<file path="config.mk">
export PLATFORM = sky130hd
export DESIGN_NAME = alu_exec_ctrl_flat
export DESIGN_NICKNAME = d
export VERILOG_FILES = /design/src/rtl/alu_exec_ctrl_if.sv /design/src/rtl/alu_exec_ctrl.sv /design/src/flat_wrapper.sv
export SDC_FILE = /design/constraint.sdc
export NUM_CORES = 1
export LEC_CHECK = 0
export ABC_AREA = 1
export CORE_ASPECT_RATIO = 0.9
export CORE_MARGIN = 2
export CORE_UTILIZATION = 35
export DETAILED_ROUTE_END_ITERATION = 8
export GPL_TIMING_DRIVEN = 0
export PLACE_DENSITY_LB_ADDON = 0.2
export SYNTH_ARGS = -nofsm -noshare
export SYNTH_HDL_FRONTEND = slang
export SYNTH_SLANG_ARGS = --single-unit
</file>
<file path="constraint.sdc">
create_clock -name clk -period 5.85 [get_ports clk]
set_input_delay 1.755 -clock clk [delete_from_list [all_inputs] [get_ports clk]]
set_output_delay 1.755 -clock clk [all_outputs]
set_load 0.01 [all_outputs]
</file>
<file path="src/rtl/alu_exec_ctrl_if.sv">
// Instruction channel into the execute-stage controller: valid/ready handshake plus
// the register-addressed instruction fields.
interface alu_exec_ctrl_if #(
    parameter int unsigned REG_ADDR_W = 2
);
    logic                  valid;
    logic                  ready;
    logic [1:0]            op;
    logic [REG_ADDR_W-1:0] rd;
    logic [REG_ADDR_W-1:0] rs;
    logic [2:0]            cnt;

    modport master (output valid, op, rd, rs, cnt, input ready);
    modport slave  (input valid, op, rd, rs, cnt, output ready);
endinterface

</file>
<file path="src/rtl/alu_exec_ctrl.sv">
// Execute-stage controller wrapped around an external 8-bit combinational ALU.
// Reads operands from a small register file, iterates 1-bit shifts, writes back result and flags.
module alu_exec_ctrl #(
    parameter int unsigned REG_ADDR_W = 2
) (
    input  logic                  clk,
    input  logic                  rst,
    alu_exec_ctrl_if.slave        instr,
    input  logic                  ld_en,
    input  logic [REG_ADDR_W-1:0] ld_addr,
    input  logic [7:0]            ld_data,
    input  logic [REG_ADDR_W-1:0] rd_addr,
    output logic [7:0]            rd_data,
    output logic [7:0]            alu_a,
    output logic [7:0]            alu_b,
    output logic [1:0]            alu_op,
    input  logic [7:0]            alu_result,
    input  logic                  alu_carry,
    input  logic                  alu_overflow,
    input  logic                  alu_negative,
    input  logic                  alu_zero,
    output logic [3:0]            flags,
    output logic                  done
);
    localparam int unsigned Depth = 2 ** REG_ADDR_W;

    typedef enum logic [1:0] {StIdle, StExec, StWb} state_e;

    state_e                state_q, state_d;
    logic [1:0]            op_q, op_d;
    logic [REG_ADDR_W-1:0] rd_q, rd_d;
    logic [REG_ADDR_W-1:0] rs_q, rs_d;
    logic [2:0]            cnt_q, cnt_d;
    logic                  first_q, first_d;
    logic [7:0]            acc_q, acc_d;
    logic [3:0]            cflags_q, cflags_d;
    logic [3:0]            flags_q, flags_d;
    logic [7:0]            regs_q [Depth];

    logic       accept;
    logic       ld_hit;
    logic       wb_en;
    logic [7:0] rd_cur;

    assign ld_hit      = ld_en && (state_q == StIdle);
    assign accept      = instr.valid && (state_q == StIdle);
    assign wb_en       = (state_q == StWb);
    assign instr.ready = (state_q == StIdle);
    assign done        = wb_en;
    assign flags       = flags_q;
    assign rd_data     = regs_q[rd_addr];

    // A load in the accept cycle must be visible to a zero-count shift, which never reads the ALU.
    assign rd_cur = (ld_hit && (ld_addr == instr.rd)) ? ld_data : regs_q[instr.rd];

    always_comb begin
        state_d  = state_q;
        op_d     = op_q;
        rd_d     = rd_q;
        rs_d     = rs_q;
        cnt_d    = cnt_q;
        first_d  = first_q;
        acc_d    = acc_q;
        cflags_d = cflags_q;
        flags_d  = flags_q;
        case (state_q)
            StIdle: begin
                if (accept) begin
                    op_d  = instr.op;
                    rd_d  = instr.rd;
                    rs_d  = instr.rs;
                    cnt_d = instr.cnt;
                    if (!instr.op[1] && (instr.cnt == 3'd0)) begin
                        state_d  = StWb;
                        acc_d    = rd_cur;
                        cflags_d = {rd_cur[7], rd_cur == 8'h00, 2'b00};
                    end else begin
                        state_d = StExec;
                        first_d = 1'b1;
                    end
                end
            end
            StExec: begin
                acc_d    = alu_result;
                cflags_d = {alu_negative, alu_zero, alu_carry, alu_overflow};
                first_d  = 1'b0;
                cnt_d    = cnt_q - 3'd1;
                if (op_q[1] || (cnt_q == 3'd1)) begin
                    state_d = StWb;
                end
            end
            StWb: begin
                flags_d = cflags_q;
                state_d = StIdle;
            end
            default: state_d = StIdle;
        endcase
    end

    always_comb begin
        alu_a  = 8'h00;
        alu_b  = 8'h00;
        alu_op = 2'b00;
        if (state_q == StExec) begin
            alu_op = op_q;
            alu_b  = regs_q[rs_q];
            alu_a  = first_q ? regs_q[rd_q] : acc_q;
        end
    end

    always_ff @(posedge clk) begin
        if (rst) begin
            state_q  <= StIdle;
            op_q     <= 2'b00;
            rd_q     <= '0;
            rs_q     <= '0;
            cnt_q    <= 3'd0;
            first_q  <= 1'b0;
            acc_q    <= 8'h00;
            cflags_q <= 4'h0;
            flags_q  <= 4'h0;
        end else begin
            state_q  <= state_d;
            op_q     <= op_d;
            rd_q     <= rd_d;
            rs_q     <= rs_d;
            cnt_q    <= cnt_d;
            first_q  <= first_d;
            acc_q    <= acc_d;
            cflags_q <= cflags_d;
            flags_q  <= flags_d;
        end
    end

    // Loads and write-back are mutually exclusive by state, so no priority conflict.
    always_ff @(posedge clk) begin
        if (rst) begin
            for (int i = 0; i < Depth; i++) begin
                regs_q[i] <= 8'h00;
            end
        end else if (wb_en) begin
            regs_q[rd_q] <= acc_q;
        end else if (ld_hit) begin
            regs_q[ld_addr] <= ld_data;
        end
    end
endmodule

</file>
<file path="src/flat_wrapper.sv">
// flat-port wrapper written by rule: the top's interface ports become plain ports
module alu_exec_ctrl_flat 
#(
    parameter int unsigned REG_ADDR_W = 2
)
  (clk, rst, ld_en, ld_addr, ld_data, rd_addr, rd_data, alu_a, alu_b, alu_op, alu_result, alu_carry, alu_overflow, alu_negative, alu_zero, flags, done, instr_valid, instr_op, instr_rd, instr_rs, instr_cnt, instr_ready);
  alu_exec_ctrl_if #(.REG_ADDR_W(REG_ADDR_W)) instr_i ();
  input  logic clk;
  input  logic rst;
  input  logic ld_en;
  input  logic [REG_ADDR_W-1:0] ld_addr;
  input  logic [7:0] ld_data;
  input  logic [REG_ADDR_W-1:0] rd_addr;
  output logic [7:0] rd_data;
  output logic [7:0] alu_a;
  output logic [7:0] alu_b;
  output logic [1:0] alu_op;
  input  logic [7:0] alu_result;
  input  logic alu_carry;
  input  logic alu_overflow;
  input  logic alu_negative;
  input  logic alu_zero;
  output logic [3:0] flags;
  output logic done;
  input wire logic [$bits(instr_i.valid)-1:0] instr_valid;
  input wire logic [$bits(instr_i.op)-1:0] instr_op;
  input wire logic [$bits(instr_i.rd)-1:0] instr_rd;
  input wire logic [$bits(instr_i.rs)-1:0] instr_rs;
  input wire logic [$bits(instr_i.cnt)-1:0] instr_cnt;
  output wire logic [$bits(instr_i.ready)-1:0] instr_ready;
  assign instr_i.valid = instr_valid;
  assign instr_i.op = instr_op;
  assign instr_i.rd = instr_rd;
  assign instr_i.rs = instr_rs;
  assign instr_i.cnt = instr_cnt;
  assign instr_ready = instr_i.ready;
  alu_exec_ctrl #(.REG_ADDR_W(REG_ADDR_W)) u_core (.clk(clk), .rst(rst), .instr(instr_i), .ld_en(ld_en), .ld_addr(ld_addr), .ld_data(ld_data), .rd_addr(rd_addr), .rd_data(rd_data), .alu_a(alu_a), .alu_b(alu_b), .alu_op(alu_op), .alu_result(alu_result), .alu_carry(alu_carry), .alu_overflow(alu_overflow), .alu_negative(alu_negative), .alu_zero(alu_zero), .flags(flags), .done(done));
endmodule
</file>
==> qor.yml, run 1 <==
slew_headroom: 0.119
synth_simple_gate_area_frac: 0.207
drive_above_1_share: 0.0788
wl_um: 12300
critPathSlowestCell: "clkdlybuf4s50_1"
track_usage: 0.214
grt_pass1_vias: 4028
grtUsageMet3: 0.0347
r2r-end: "u_core.regs_q[3][0]$_DFFE_PP_"
dp_hpwl_um: 9540
path_class: "in -> out"
p_total_w: 0.00139
synth_compound_area_frac: 0.259
synth_cell_types: 29
leakagePower_nw: 1.96
grt_overflow_total: 0
place.gp.congestion: 0.885
hold_viol: 0
cts_made_buffers: 9
fin_crit_ps: 5390
hold_depth: 2
synth_top_family_by_area: "compound AO/OA/AOI/OAI gates"
initial_core_util: 0.356
port_buffers: 65
crit_chain: "clkdlybuf4s50_1 -> inv_1 -> clkbuf_1 -> o21ai_0 -> o21ai_0 -> clkdlybuf4s50_1"
drcViolationCount: 0
clkLatencyLatePin_ps: 330
postSynthAreaPerCell_um2: 7.04
post_synth_xor_area_fraction: 0
vias: 4140
crit_fanout: 10
grtUsageMet2: 0.355
rsz0062_at_grt: "no"
cp-start-kind: "primary input"
whs_endpoint: "u_core.op_q[0]$_SDFFE_PP0P_"
first_pass_iters: 6
dieArea_um2: 11700
max_freq_mhz: 186
cts_setup_buffers: 0
wire_per_inst_um: 16.3
peakVddDrop_mv: 0.135
cts.clk_slew.worst_paths_ps: 50
die_x_um: 114
tightest_slew_ps: 1310
seq_area_frac_synth: 0.420
rows: 36
setup.worst_path.end_class: "primary output"
core_um2: 10700
clock-sinks: 64
syn_inst: 541
ctsResizeCount: 0
drv_cap: 0
whs_ps: 454
ys_ff_latch: 64
cp.required_ps: 4090
ctsHoldBuffers: 0
clock_skew_ps: 5.77
use_met1: 0.282
areaGrowthSynthToFinish_pct: 29.3
regToRegSetupSlack_ps: 3270
hp-start: "u_core.op_q[0]$_SDFFE_PP0P_"
synthAdderAreaFrac: 0.00657
arrival_ps: 3630
setup_violations: 0
final_cell_mix: "a21oi_1, nand2_1, o21ai_0"
synth_mux_area_frac: 0
r2r_start: "u_core.state_q[0]$_SDFFE_PP0P_"
fin_crit_sh: 0.921
syn_area_um2: 3810
cts_max_level: 3
drt_iter0_markers: 442
placed_cell_area_um2: 4630
syn_nets: 580
grt-busiest-layer: "met2"
grt_max_degree: 12
pin_count: 69
design_area_um2: 4930
die_y_um: 103
grt_first_pass_wirelength_um: 19500
reg2regPathDepth: 6
p_per_area_nw_per_um2: 281
synth_warnings: 0
crit_buf_inv: 4
num_antenna_cells: 0
vias_per_cell: 5.48
mostFrequentLayoutCell: "a21oi_1"
cts_tree: "yes"
status: "completed"
cts_root_buf: "clkbuf_16"
drtAntennaViolNets: 0
grt_antenna_before_repair: 0
final_max_slew_viol_count: 0
setup_tns_ps: 0
crit_family: "buffers and inverters"
nNetsFinal: 656
hold_path_class: "reg -> reg"
clockBufferDepth: 2
max_stage_delay_ps: 550
fillCellCount: 1118
-- worst max path at each step --
stage                           from          to  depth (start not counted)
after floorplan           rd_addr[0]  rd_data[2]                          6
after global placement    rd_addr[1]  rd_data[5]                          6
after detailed placement  rd_addr[1]  rd_data[5]                          6
after CTS                 rd_addr[1]  rd_data[5]                          6
after global routing      rd_addr[0]  rd_data[3]                          7
final                     rd_addr[1]  rd_data[5]                          6
-- flip-flops by register name, indices dropped and copies added, names as in the netlist, named ones only --
register	cells
u_core.acc_q	8
u_core.cflags_q	4
u_core.cnt_q	3
u_core.first_q	1
u_core.flags	4
u_core.op_q	2
u_core.rd_q	2
u_core.regs_q	32
u_core.rs_q	2
u_core.state_q	2
-- through the flow --
stage | utilization | cells | setup slack (ps)
after detailed placement | 0.432 | 739 | 486
after global placement | 0.432 | 739 | 525
after floorplan | - | 541 | 1370
final | 0.460 | 755 | 462
after global routing | 0.460 | 755 | 289
after CTS | 0.460 | 755 | 490
-- per-layer routing --
layer | vias up | wire, µm
li1 | 1967 | -
met2 | 155 | 5690
met1 | 1992 | 5660
met4 | 0 | 293
met5 | - | 0
met3 | 26 | 672
-- cells in the mapped netlist --
cell      count  area, µm²
or2_1         1       6.26
o21ai_2       1       8.76
o21ai_1       5       25.0
or2_2         1       6.26
nor2_2       12       75.1
o22ai_2       1       12.5
clkbuf_1     20       75.1
nand2_2       2       12.5
buf_4         3       22.5
nor2_4        1       11.3
a21oi_1      85        425
nand3_1      34        170
o21a_1        1       7.51
clkinv_1      2       7.51
inv_1        69        259
buf_2         2       10.0
nand3_2       1       10.0
edfxtp_1     32        961
o211ai_1      9       67.6
o21ai_0      74        370
nor2_1       46        173
nand2_1      82        308
o22ai_1       9       56.3
inv_2         9       33.8
a22oi_1       2       15.0
dfxtp_1      32        641
nor4_1        1       6.26
nor3_1        2       10.0
ha_1          2       25.0
-- area by class of cell --
type / count / area [µm²] / share of cell area
Multi-Input combinational cell: 372 / 1800 / 0.366
Sequential cell: 64 / 1600 / 0.325
Timing Repair Buffer: 65 / 651 / 0.132
Inverter: 80 / 300 / 0.0609
Clock buffer: 12 / 278 / 0.0564
Tap cell: 133 / 166 / 0.0338
Buffer: 25 / 108 / 0.0218
Clock inverter: 4 / 22.5 / 0.00457
-- worst register-to-register path, stage by stage, from the launching register on --
cell     delay [ps]
dfxtp_1         470
nor2_2          120
nand2_1         120
nor2_1           60
inv_2           180
o22ai_1         170
nor3_1         1060
-- where the power goes --
group	total (W)	internal, W	switching (W)
Sequential	0.000545	0.000512	0.0000327
Combinational	0.000307	0.000117	0.000190
Clock	0.000533	0.000335	0.000199
Total	0.00139	0.000964	0.000421
-- kinds of logic (layout without fill, tap and decap cells) --
kind of cell,after synthesis,count (layout)
AO/OA/AOI/OAI,187,187
buffers and inverters,105,186
adder cells (fa/ha/maj),2,2
AND/OR/NAND/NOR,183,183
flip-flops,64,64
(Power assumes the default switching activity.)
==> run 2: changes to the inputs <==
--- a/config.mk
+++ b/config.mk
@@ -11,7 +11,7 @@
 export CORE_UTILIZATION = 35
 export DETAILED_ROUTE_END_ITERATION = 8
 export GPL_TIMING_DRIVEN = 0
-export PLACE_DENSITY_LB_ADDON = 0.2
+export PLACE_DENSITY = 0.55
 export SYNTH_ARGS = -nofsm -noshare
 export SYNTH_HDL_FRONTEND = slang
 export SYNTH_SLANG_ARGS = --single-unit
==> qor.yml, run 2 (synthesized netlist as in run 1, its figures left out) <==
wl_um: 12500  # was 12300 µm
cts_max_level: 3  # unchanged
drv_cap: 0  # unchanged
top_regs: "u_core.regs_q (32), u_core.acc_q (8)"  # unchanged
setup.worst_path.end_class: "primary output"  # unchanged
cts_tree: "yes"  # unchanged
wire_per_inst_um: 16.5  # was 16.3 µm
track_usage: 0.220  # was 0.214
grt_pass1_vias: 3805  # was 4028
num_antenna_cells: 0  # unchanged
crit_chain: "clkdlybuf4s50_1 -> inv_1 -> clkbuf_1 -> o21ai_0 -> o21ai_0 -> clkdlybuf4s50_1"  # unchanged
critPathSlowestCell: "clkdlybuf4s50_1"  # unchanged
crit_family: "buffers and inverters"  # unchanged
clockBufferDepth: 2  # unchanged
status: "completed"  # unchanged
setup_violations: 0  # unchanged
cp.required_ps: 4090  # about the same
largest_reg_flops: 32  # unchanged
hp-start: "u_core.op_q[0]$_SDFFE_PP0P_"  # unchanged
leakagePower_nw: 1.96  # about the same
hold_viol: 0  # unchanged
ctsResizeCount: 0  # unchanged
whs_ps: 461  # was 454 ps
core_um2: 10700  # unchanged
regToRegSetupSlack_ps: 3250  # was 3270 ps
crit_cells: 6  # unchanged
cp-start-kind: "primary input"  # unchanged
pin_count: 69  # unchanged
drive_above_1_share: 0.0756  # was 0.0788
die_x_um: 114  # unchanged
arrival_ps: 3630  # about the same
clock-sinks: 64  # unchanged
nNetsFinal: 656  # unchanged
r2r_start: "u_core.state_q[0]$_SDFFE_PP0P_"  # unchanged
cts_setup_buffers: 0  # unchanged
reg2regPathDepth: 6  # unchanged
r2r-end: "u_core.regs_q[3][1]$_DFFE_PP_"  # was u_core.regs_q[3][0]$_DFFE_PP_
tightest_slew_ps: 1350  # was 1310 ps
grt_antenna_before_repair: 0  # unchanged
hold_depth: 2  # unchanged
areaGrowthSynthToFinish_pct: 30.3  # was 29.3%
dieArea_um2: 11700  # unchanged
clkLatencyLatePin_ps: 330  # about the same
finalWorstSetupSlack_ps: 462  # about the same
first_pass_iters: 5  # was 6
cts_made_buffers: 9  # unchanged
hold_path_class: "reg -> reg"  # unchanged
clock_skew_ps: 6.19  # was 5.77 ps
mostFrequentLayoutCell: "a21oi_1"  # unchanged
cts_root_buf: "clkbuf_16"  # unchanged
max_stage_delay_ps: 560  # was 550 ps
p_per_area_nw_per_um2: 295  # was 281 nW/µm²
peakVddDrop_mv: 0.149  # was 0.135 mV
drcViolationCount: 0  # unchanged
crit_buf_inv: 4  # unchanged
dp_slack_ps: 485  # was 486 ps
fin_crit_sh: 0.921  # about the same
grt_first_pass_wirelength_um: 19800  # was 19500 µm
initial_core_util: 0.356  # unchanged
place.gp.congestion: 0.867  # was 0.885
whs_endpoint: "u_core.op_q[0]$_SDFFE_PP0P_"  # unchanged
max_freq_mhz: 186  # about the same
fin_crit_ps: 5390  # about the same
path_class: "in -> out"  # unchanged
final_max_slew_viol_count: 0  # unchanged
crit_fanout: 10  # unchanged
grt_max_degree: 12  # unchanged
dp_hpwl_um: 9590  # was 9540 µm
grt_overflow_total: 0  # unchanged
setup_tns_ps: 0  # unchanged
largest_register: "u_core.regs_q"  # unchanged
port_buffers: 65  # unchanged
cts.clk_slew.worst_paths_ps: 50  # about the same
rsz0062_at_grt: "no"  # unchanged
vias_per_cell: 5.44  # was 5.48
rows: 36  # unchanged
slew_headroom: 0.0913  # was 0.119
die_y_um: 103  # unchanged
drtAntennaViolNets: 0  # unchanged
drt_iter0_markers: 456  # was 442
ctsHoldBuffers: 0  # unchanged
final_cell_mix: "a21oi_1, nand2_1, o21ai_0"  # unchanged
vias: 4106  # was 4140
-- run 2: cell count changes in the layout (fill, tap and decap cells not counted) --
cell,before,now
clkinvlp_4,0,2
inv_4,2,0
clkbuf_16,10,9
bufinv_16,0,3
clkbuf_1,20,22
clkinv_2,2,0
clkbuf_8,2,0
-- run 2: worst max path at each step --
| stage | from | to | slack [ps] |
|---|---|---|---|
| after global placement | rd_addr[1] | rd_data[5] | 460 |
| after global routing | rd_addr[1] | rd_data[5] | 320 |
| after CTS | rd_addr[1] | rd_data[5] | 480 |
| final | rd_addr[1] | rd_data[5] | 460 |
| after floorplan | rd_addr[0] | rd_data[2] | 1370 |
| after detailed placement | rd_addr[1] | rd_data[5] | 490 |
-- run 2: stage by stage --
| stage | instances | util | power [W] | area (µm²) |
|---|---|---|---|---|
| final | 755 | 0.463 | 0.00147 | 4970 |
| after global routing | 755 | 0.463 | 0.00153 | 4970 |
| after global placement | 739 | 0.432 | 0.000852 | 4630 |
| after detailed placement | 739 | 0.432 | 0.000856 | 4630 |
| after floorplan | 541 | - | 0.000727 | 3810 |
| after CTS | 755 | 0.463 | 0.00147 | 4970 |
-- run 2: area by class of cell --
type	count	area, µm²
fillers	1093	5750
multi-input cells	372	1800
flip-flops and latches	64	1600
repair buffers	65	651
inverters	80	300
clock buffers	11	233
well taps	133	166
plain buffers	25	108
clock inverters	5	105
-- run 2: worst register-to-register path, delay by kind of cell, from the launching register on --
kind | cells | cell delay, ps
compound gates | 1 | 160
buf+inv | 1 | 180
flops | 1 | 470
simple gates | 4 | 1400
-- run 2: power by group --
part | internal, W | total, W | switching (W) | leakage, nW
clock | 0.000416 | 0.000615 | 0.000199 | 0.156
sequential | 0.000512 | 0.000545 | 0.0000326 | 0.597
combinational | 0.000117 | 0.000307 | 0.000190 | 1.21
total | 0.00105 | 0.00147 | 0.000422 | 1.96
-- run 2: per-layer routing --
layer,up-vias,global-route usage,wire [µm]
met5,-,0,0
met1,1913,0.296,5710
met2,192,0.359,5730
met4,0,0.0891,299
li1,1973,-,-
met3,28,0.0312,753
==> run 3: changes to the inputs <==
--- a/config.mk
+++ b/config.mk
@@ -7,7 +7,7 @@
 export LEC_CHECK = 0
 export ABC_AREA = 1
 export CORE_ASPECT_RATIO = 0.9
-export CORE_MARGIN = 2
+export CORE_MARGIN = 4
 export CORE_UTILIZATION = 35
 export DETAILED_ROUTE_END_ITERATION = 8
 export GPL_TIMING_DRIVEN = 0
==> qor.yml, run 3 (synthesized netlist as in run 1, its figures left out) <==
status: "completed"  # unchanged
cts_tree: "yes"  # unchanged
clock-sinks: 64  # unchanged
cp-start-kind: "primary input"  # unchanged
setup.worst_path.end_class: "primary output"  # unchanged
leakagePower_nw: 1.97  # was 1.96 nW
vias_per_cell: 5.41  # was 5.44
die_y_um: 107  # was 103 µm
fillCellCount: 1098  # was 1093
ctsHoldBuffers: 0  # unchanged
final_cell_mix: "a21oi_1, nand2_1, o21ai_0"  # unchanged
tightest_slew_ps: 1320  # was 1350 ps
hp-start: "u_core.op_q[0]$_SDFFE_PP0P_"  # unchanged
place.gp.congestion: 0.886  # was 0.867
critPathSlowestCell: "clkdlybuf4s50_1"  # unchanged
grt_antenna_before_repair: 0  # unchanged
fin_crit_ps: 5410  # was 5390 ps
cts_root_buf: "clkbuf_16"  # unchanged
num_antenna_cells: 0  # unchanged
whs_endpoint: "u_core.op_q[0]$_SDFFE_PP0P_"  # unchanged
vias: 4065  # was 4106
path_class: "in -> out"  # unchanged
final_max_slew_viol_count: 0  # unchanged
cts_made_buffers: 9  # unchanged
drv_cap: 0  # unchanged
fin_crit_sh: 0.924  # was 0.921
peakVddDrop_mv: 0.127  # was 0.149 mV
largest_register: "u_core.regs_q"  # unchanged
p_per_area_nw_per_um2: 288  # was 295 nW/µm²
setup_violations: 0  # unchanged
max_stage_delay_ps: 570  # was 560 ps
ctsResizeCount: 0  # unchanged
wl_um: 12700  # was 12500 µm
cts.clk_slew.worst_paths_ps: 50  # about the same
nNetsFinal: 656  # unchanged
core_um2: 10400  # was 10700 µm²
drive_above_1_share: 0.0788  # was 0.0756
setup_tns_ps: 0  # unchanged
grt_max_degree: 12  # unchanged
first_pass_iters: 6  # was 5
rows: 35  # was 36
seq_area_um2: 1600  # unchanged
max_freq_mhz: 185  # was 186 MHz
dp_hpwl_um: 10000  # was 9590 µm
top_regs: "u_core.regs_q (32), u_core.acc_q (8)"  # unchanged
largest_reg_flops: 32  # unchanged
placed_cell_area_um2: 4620  # was 4630 µm²
clock_skew_ps: 4.57  # was 6.19 ps
crit_fanout: 10  # unchanged
areaGrowthSynthToFinish_pct: 29.9  # was 30.3%
slew_headroom: 0.113  # was 0.0913
r2r_start: "u_core.state_q[0]$_SDFFE_PP0P_"  # unchanged
track_usage: 0.199  # was 0.220
regToRegSetupSlack_ps: 3280  # was 3250 ps
reg2regPathDepth: 6  # unchanged
cp.required_ps: 4090  # about the same
initial_core_util: 0.366  # was 0.356
dieArea_um2: 12600  # was 11700 µm²
dp_cells: 735  # was 739
wire_per_inst_um: 16.9  # was 16.5 µm
drtAntennaViolNets: 0  # unchanged
clkLatencyLatePin_ps: 330  # about the same
drt_iter0_markers: 288  # was 456
grt_pass1_vias: 3843  # was 3805
rsz0062_at_grt: "no"  # unchanged
r2r-end: "u_core.regs_q[3][4]$_DFFE_PP_"  # was u_core.regs_q[3][1]$_DFFE_PP_
crit_chain: "clkdlybuf4s50_1 -> inv_1 -> clkbuf_1 -> o21ai_0 -> o21ai_0 -> clkdlybuf4s50_1"  # unchanged
clockBufferDepth: 2  # unchanged
layoutNonFillerInstCount: 751  # was 755
cts_setup_buffers: 0  # unchanged
arrival_ps: 3650  # was 3630 ps
design_area_um2: 4950  # was 4970 µm²
port_buffers: 65  # unchanged
pin_count: 69  # unchanged
mostFrequentLayoutCell: "a21oi_1"  # unchanged
cts_max_level: 3  # unchanged
multi_input_area_um2: 1800  # unchanged
die_x_um: 118  # was 114 µm
hold_viol: 0  # unchanged
hold_path_class: "reg -> reg"  # unchanged
drcViolationCount: 0  # unchanged
hold_depth: 2  # unchanged
grt_overflow_total: 0  # unchanged
grt_first_pass_wirelength_um: 19800  # about the same
run 3: changes by cell type in the layout (fill, tap and decap cells not counted), sizes merged:
cell	delta
bufinv	-3
clkbuf	+3
clkinvlp	-2
inv	+2
run 3: worst max-delay path by stage:
stage | startpoint | slack, ps | depth (start not counted) | end
final | rd_addr[1] | 440 | 6 | rd_data[5]
after global routing | rd_addr[1] | 310 | 6 | rd_data[5]
after CTS | rd_addr[1] | 430 | 6 | rd_data[5]
after detailed placement | rd_addr[1] | 440 | 6 | rd_data[5]
after global placement | rd_addr[1] | 470 | 6 | rd_data[5]
after floorplan | rd_addr[0] | 1370 | 6 | rd_data[2]
run 3: critical path: cells and delay by family:
kind | cells | cell delay (ps)
buf+inv | 4 | 1550
compound gates | 2 | 350
run 3: power by group:
group	switching, W	total (W)	internal [W]
clock	0.000200	0.000574	0.000374
combinational	0.000191	0.000308	0.000117
sequential	0.0000308	0.000543	0.000512
total	0.000422	0.00143	0.00100
run 3: final cells by class:
cell class / instances / area share
sequential: 64 / 0.323
clock inverter: 2 / 0.00253
buffer: 25 / 0.0217
inverter: 80 / 0.0606
clock buffer: 14 / 0.0639
tap: 129 / 0.0326
timing repair buffer: 65 / 0.131
multi-input combinational: 372 / 0.364
run 3: through the flow:
stage / setup slack [ps] / util / power [W] / hold WS, ps
3_5_place_dp: 436 / 0.444 / 0.000856 / 458
5_1_grt: 309 / 0.475 / 0.00149 / 488
4_1_cts: 429 / 0.475 / 0.00143 / 466
6_report: 442 / 0.475 / 0.00143 / 466
3_3_place_gp: 474 / 0.444 / 0.000852 / 441
2_1_floorplan: 1370 / - / 0.000727 / 430
run 3: metal layers:
metal	GRT usage	vias to the layer above	wire length, µm
met1	0.272	1934	5990
met4	0.0628	0	209
li1	-	1966	-
met5	0	-	0
met3	0.0422	23	692
met2	0.316	142	5780
==> RTL edit 1: new RTL, flow settings as in run 3 <==
`REG_ADDR_W` is set to 2 in 3 places; all go to 1.
--- a/src/rtl/alu_exec_ctrl_if.sv
+++ b/src/rtl/alu_exec_ctrl_if.sv
@@ -1,7 +1,7 @@
 // Instruction channel into the execute-stage controller: valid/ready handshake plus
 // the register-addressed instruction fields.
 interface alu_exec_ctrl_if #(
-    parameter int unsigned REG_ADDR_W = 2
+    parameter int unsigned REG_ADDR_W = 1
 );
     logic                  valid;
     logic                  ready;
--- a/src/rtl/alu_exec_ctrl.sv
+++ b/src/rtl/alu_exec_ctrl.sv
@@ -1,7 +1,7 @@
 // Execute-stage controller wrapped around an external 8-bit combinational ALU.
 // Reads operands from a small register file, iterates 1-bit shifts, writes back result and flags.
 module alu_exec_ctrl #(
-    parameter int unsigned REG_ADDR_W = 2
+    parameter int unsigned REG_ADDR_W = 1
 ) (
     input  logic                  clk,
     input  logic                  rst,
--- a/src/flat_wrapper.sv
+++ b/src/flat_wrapper.sv
@@ -1,7 +1,7 @@
 // flat-port wrapper written by rule: the top's interface ports become plain ports
 module alu_exec_ctrl_flat 
 #(
-    parameter int unsigned REG_ADDR_W = 2
+    parameter int unsigned REG_ADDR_W = 1
 )
   (clk, rst, ld_en, ld_addr, ld_data, rd_addr, rd_data, alu_a, alu_b, alu_op, alu_result, alu_carry, alu_overflow, alu_negative, alu_zero, flags, done, instr_valid, instr_op, instr_rd, instr_rs, instr_cnt, instr_ready);
   alu_exec_ctrl_if #(.REG_ADDR_W(REG_ADDR_W)) instr_i ();
Ports: changed (resized instr_rd, instr_rs, ld_addr and rd_addr); port bits go from 69 to 65. No check against the original RTL was run, so the function may have changed too.
==> RTL edit 1 against run 3 <==
Via count down 36%; wire length is 39% lower; global-route usage fell by 1.7 points; area after synthesis decreased by 33%; count of clock-buffer cells in the layout down 6; utilization grew 0.58 points; power down 41%; sequential cell count decreased by 20; design area fell by 31%; non-clock buffer count down 12; first-iteration DRC count fell by 51%; sequential share of layout area fell by 1.8 points; combinational power down 14%; worst setup slack better by 0.15 ns.
==> RTL edit 1: results (changes against run 3) <==
status = finished clean
via count = 2,617 (-36%)
met2 Usage GRT = 29.9% (-1.7 points)
Setup crit start = rd_addr
met3 Usage GRT = 4.06% (-0.16 points)
largest net degree at the start of global routing = 13 (+1)
CTS clk-pin slew, worst paths = 0.08 ns (+0.03 ns)
skew final = 0.00509 ns (+0.000523 ns)
Placed Instances = 514 (-30%)
placed instance area = 0.00331 mm2 (-28%)
Non-clock buffer share = 21.3% (+5.9 points)
Worst VDD drop = 0.138 mV (+8.4%)
reg2reg setup slack = 3.85 ns (+0.57 ns)
total CTS buffers = 5 (-4)
Filler Cells Inserted = 746 (-32%)
total track usage = 18.2% (-1.7 points)
Adder-Cell Fraction of Synth Area = 0.975% (+0.32 points)
EDFF count, synth = 16 (-50%)
critical path arrival = 3.50 ns (-0.15 ns)
via/cell ratio = 5.01 (-7.4%)
post-synthesis sequential area ratio = 40.6% (-1.5 points)
number of synthesized register bits = 44 (-31%)
post-synthesis compound-gate area fraction = 22.9% (-3.0 points)
fraction of area in registers = 30.6% (-1.8 points)
multi-input logic area = 0.00124 mm2 (-31%)
DP HPWL = 6130 um (-39%)
num rows = 29 (-17%)
-- RTL edit 1: cell count changes in the layout (fill, tap and decap cells not counted), sizes merged, moves of 4 or more --
cell,before,now
nand3b,0,4
dfxtp,32,28
inv,80,52
o211ai,9,2
o22ai,10,0
nor2,59,52
nand3,35,14
nand2,84,61
edfxtp,32,16
o221ai,0,5
a21oi,85,42
o21ai,80,60
clkbuf,34,16
-- RTL edit 1: worst min-delay path by stage --
| stage | start | to | cells after the start | slack (ns) |
|---|---|---|---|---|
| final | u_core.op_q[0]$_SDFFE_PP0P_ | u_core.op_q[0]$_SDFFE_PP0P_ | 2 | 0.46 |
| after global routing | u_core.cflags_q[2]$_SDFFE_PP0P_ | u_core.flags[2]$_SDFFE_PP0P_ | 2 | 0.51 |
| after CTS | u_core.op_q[0]$_SDFFE_PP0P_ | u_core.op_q[0]$_SDFFE_PP0P_ | 2 | 0.47 |
| after detailed placement | u_core.op_q[0]$_SDFFE_PP0P_ | u_core.op_q[0]$_SDFFE_PP0P_ | 2 | 0.45 |
| after global placement | u_core.op_q[0]$_SDFFE_PP0P_ | u_core.op_q[0]$_SDFFE_PP0P_ | 2 | 0.45 |
| after floorplan | u_core.op_q[0]$_SDFFE_PP0P_ | u_core.op_q[0]$_SDFFE_PP0P_ | 2 | 0.43 |
-- RTL edit 1: power by group --
group / leakage [nW] / internal (mW) / switching [mW] / total, mW
Combinational: 1.07 / 0.109 / 0.155 / 0.264
Clock: 0.0455 / 0.0966 / 0.106 / 0.203
Sequential: 0.397 / 0.350 / 0.0197 / 0.370
Total: 1.51 / 0.556 / 0.280 / 0.836
==> RTL edit 2: new RTL, config.mk and constraints of run 3 <==
Made on the original files. Make the reset (`rst`) asynchronous in 2 clocked blocks.
--- a/src/rtl/alu_exec_ctrl.sv
+++ b/src/rtl/alu_exec_ctrl.sv
@@ -108,7 +108,7 @@
         end
     end
 
-    always_ff @(posedge clk) begin
+    always_ff @(posedge clk or posedge rst) begin
         if (rst) begin
             state_q  <= StIdle;
             op_q     <= 2'b00;
@@ -133,7 +133,7 @@
     end
 
     // Loads and write-back are mutually exclusive by state, so no priority conflict.
-    always_ff @(posedge clk) begin
+    always_ff @(posedge clk or posedge rst) begin
         if (rst) begin
             for (int i = 0; i < Depth; i++) begin
                 regs_q[i] <= 8'h00;
Check against the original RTL: differs if rst is asserted again (counterexample within 4 cycles, from zero or initial values and one cycle with rst high); with rst held inactive, the same outputs for 4 cycles.
==> RTL edit 2 against run 3 <==
Sequential share of layout area shrank 3.1 points; largest cell class unchanged; critical endpoint unchanged; critical path type unchanged; die area up 4.7%; fmax grew 0.22%; design area up 3.9%; wire length up 21%; global-route usage grew 3.7 points; area after synthesis grew 5.1%; synthesized cell count is 3.1% higher; clock skew grew 0.0013 ns; sequential cell count shrank 4; worst setup slack improved by 0.012 ns.
Power is not compared: it rests on default switching activity, and its combinational part moved more than twofold at a synthesized area within 25%.
==> RTL edit 2: results (changes against run 3) <==
status = finished clean
via/cell ratio = 5.51 (+1.8%)
number of synthesized register bits = 60 (-6.3%)
initial DRC count = 332 (+15%)
critical path arrival = 3.64 ns (about the same)
slowest cell delay on critical path = 0.49 ns (-0.08 ns)
TritonRoute pass-1 iters = 5 (-1)
Adder-Cell Fraction of Synth Area = 0.625% (-0.032 points)
mux cell area share after synthesis = 1.78% (+1.8 points)
Filler Cells Inserted = 1,176 (+7.1%)
Non-clock buffer share = 15.5% (+0.18 points)
Detailed Route WL = 15,400 um (+21%)
Mapped Cells = 558 (+3.1%)
vias in the first global route = 4,104 (+6.8%)
total track usage = 23.6% (+3.7 points)
Worst slew margin = 49.6% (+38 points)
post-synthesis sequential area ratio = 37.5% (-4.5 points)
final-layout clock buffer total = 11 (-3)
placed instance area = 0.00487 mm2 (+5.3%)
Signal buffers = 92 (+2.2%)
drt wl/cell = 19.4 um (+15%)
PnR Total Power = 2.68 mW
Layout clock area frac = 5.40% (-1.2 points)
post-synthesis compound-gate area fraction = 30.5% (+4.5 points)
Cell variety after synth = 37 (+28%)
Post-synth top cells = nand2_1, a21oi_1, dfrtp_1
multi-input logic area = 0.00212 mm2 (+18%)
FF/Latch Area = 0.00150 mm2 (-6.3%)
Placed Instances = 776 (+5.6%)
xor/xnor cell area share of the yosys netlist = 0.219% (+0.22 points)
main area contributors after synthesis = dfrtp_1, nand2_1, a21oi_1
-- RTL edit 2: per-layer routing --
metal	global-route usage, %	routed length [um]	up-vias
li1	-	-	2079
met1	33.8	7420	2099
met2	37.2	6950	161
met3	4.22	792	18
met4	5.42	190	0
met5	0	0	-
-- RTL edit 2: worst paths after layout --
| path | start | end | slack [ns] | cells past startpoint |
|---|---|---|---|---|
| max | rd_addr[1] | rd_data[5] | 0.45 | 7 |
| min | u_core.flags[0]$_DFFE_PP0P_ | u_core.flags[0]$_DFFE_PP0P_ | 0.48 | 2 |
| max reg2reg | u_core.rd_q[1]$_DFFE_PP0P_ | u_core.regs_q[29]$_DFFE_PP0P_ | 3.78 | 6 |
| min reg2reg | u_core.flags[0]$_DFFE_PP0P_ | u_core.flags[0]$_DFFE_PP0P_ | 0.48 | 2 |
| max in group asynchronous | rst | u_core.acc_q[2]$_DFFE_PP0P_ | 3.35 | 3 |
| min in group asynchronous | rst | u_core.cnt_q[2]$_DFFE_PP0P_ | 1.88 | 2 |
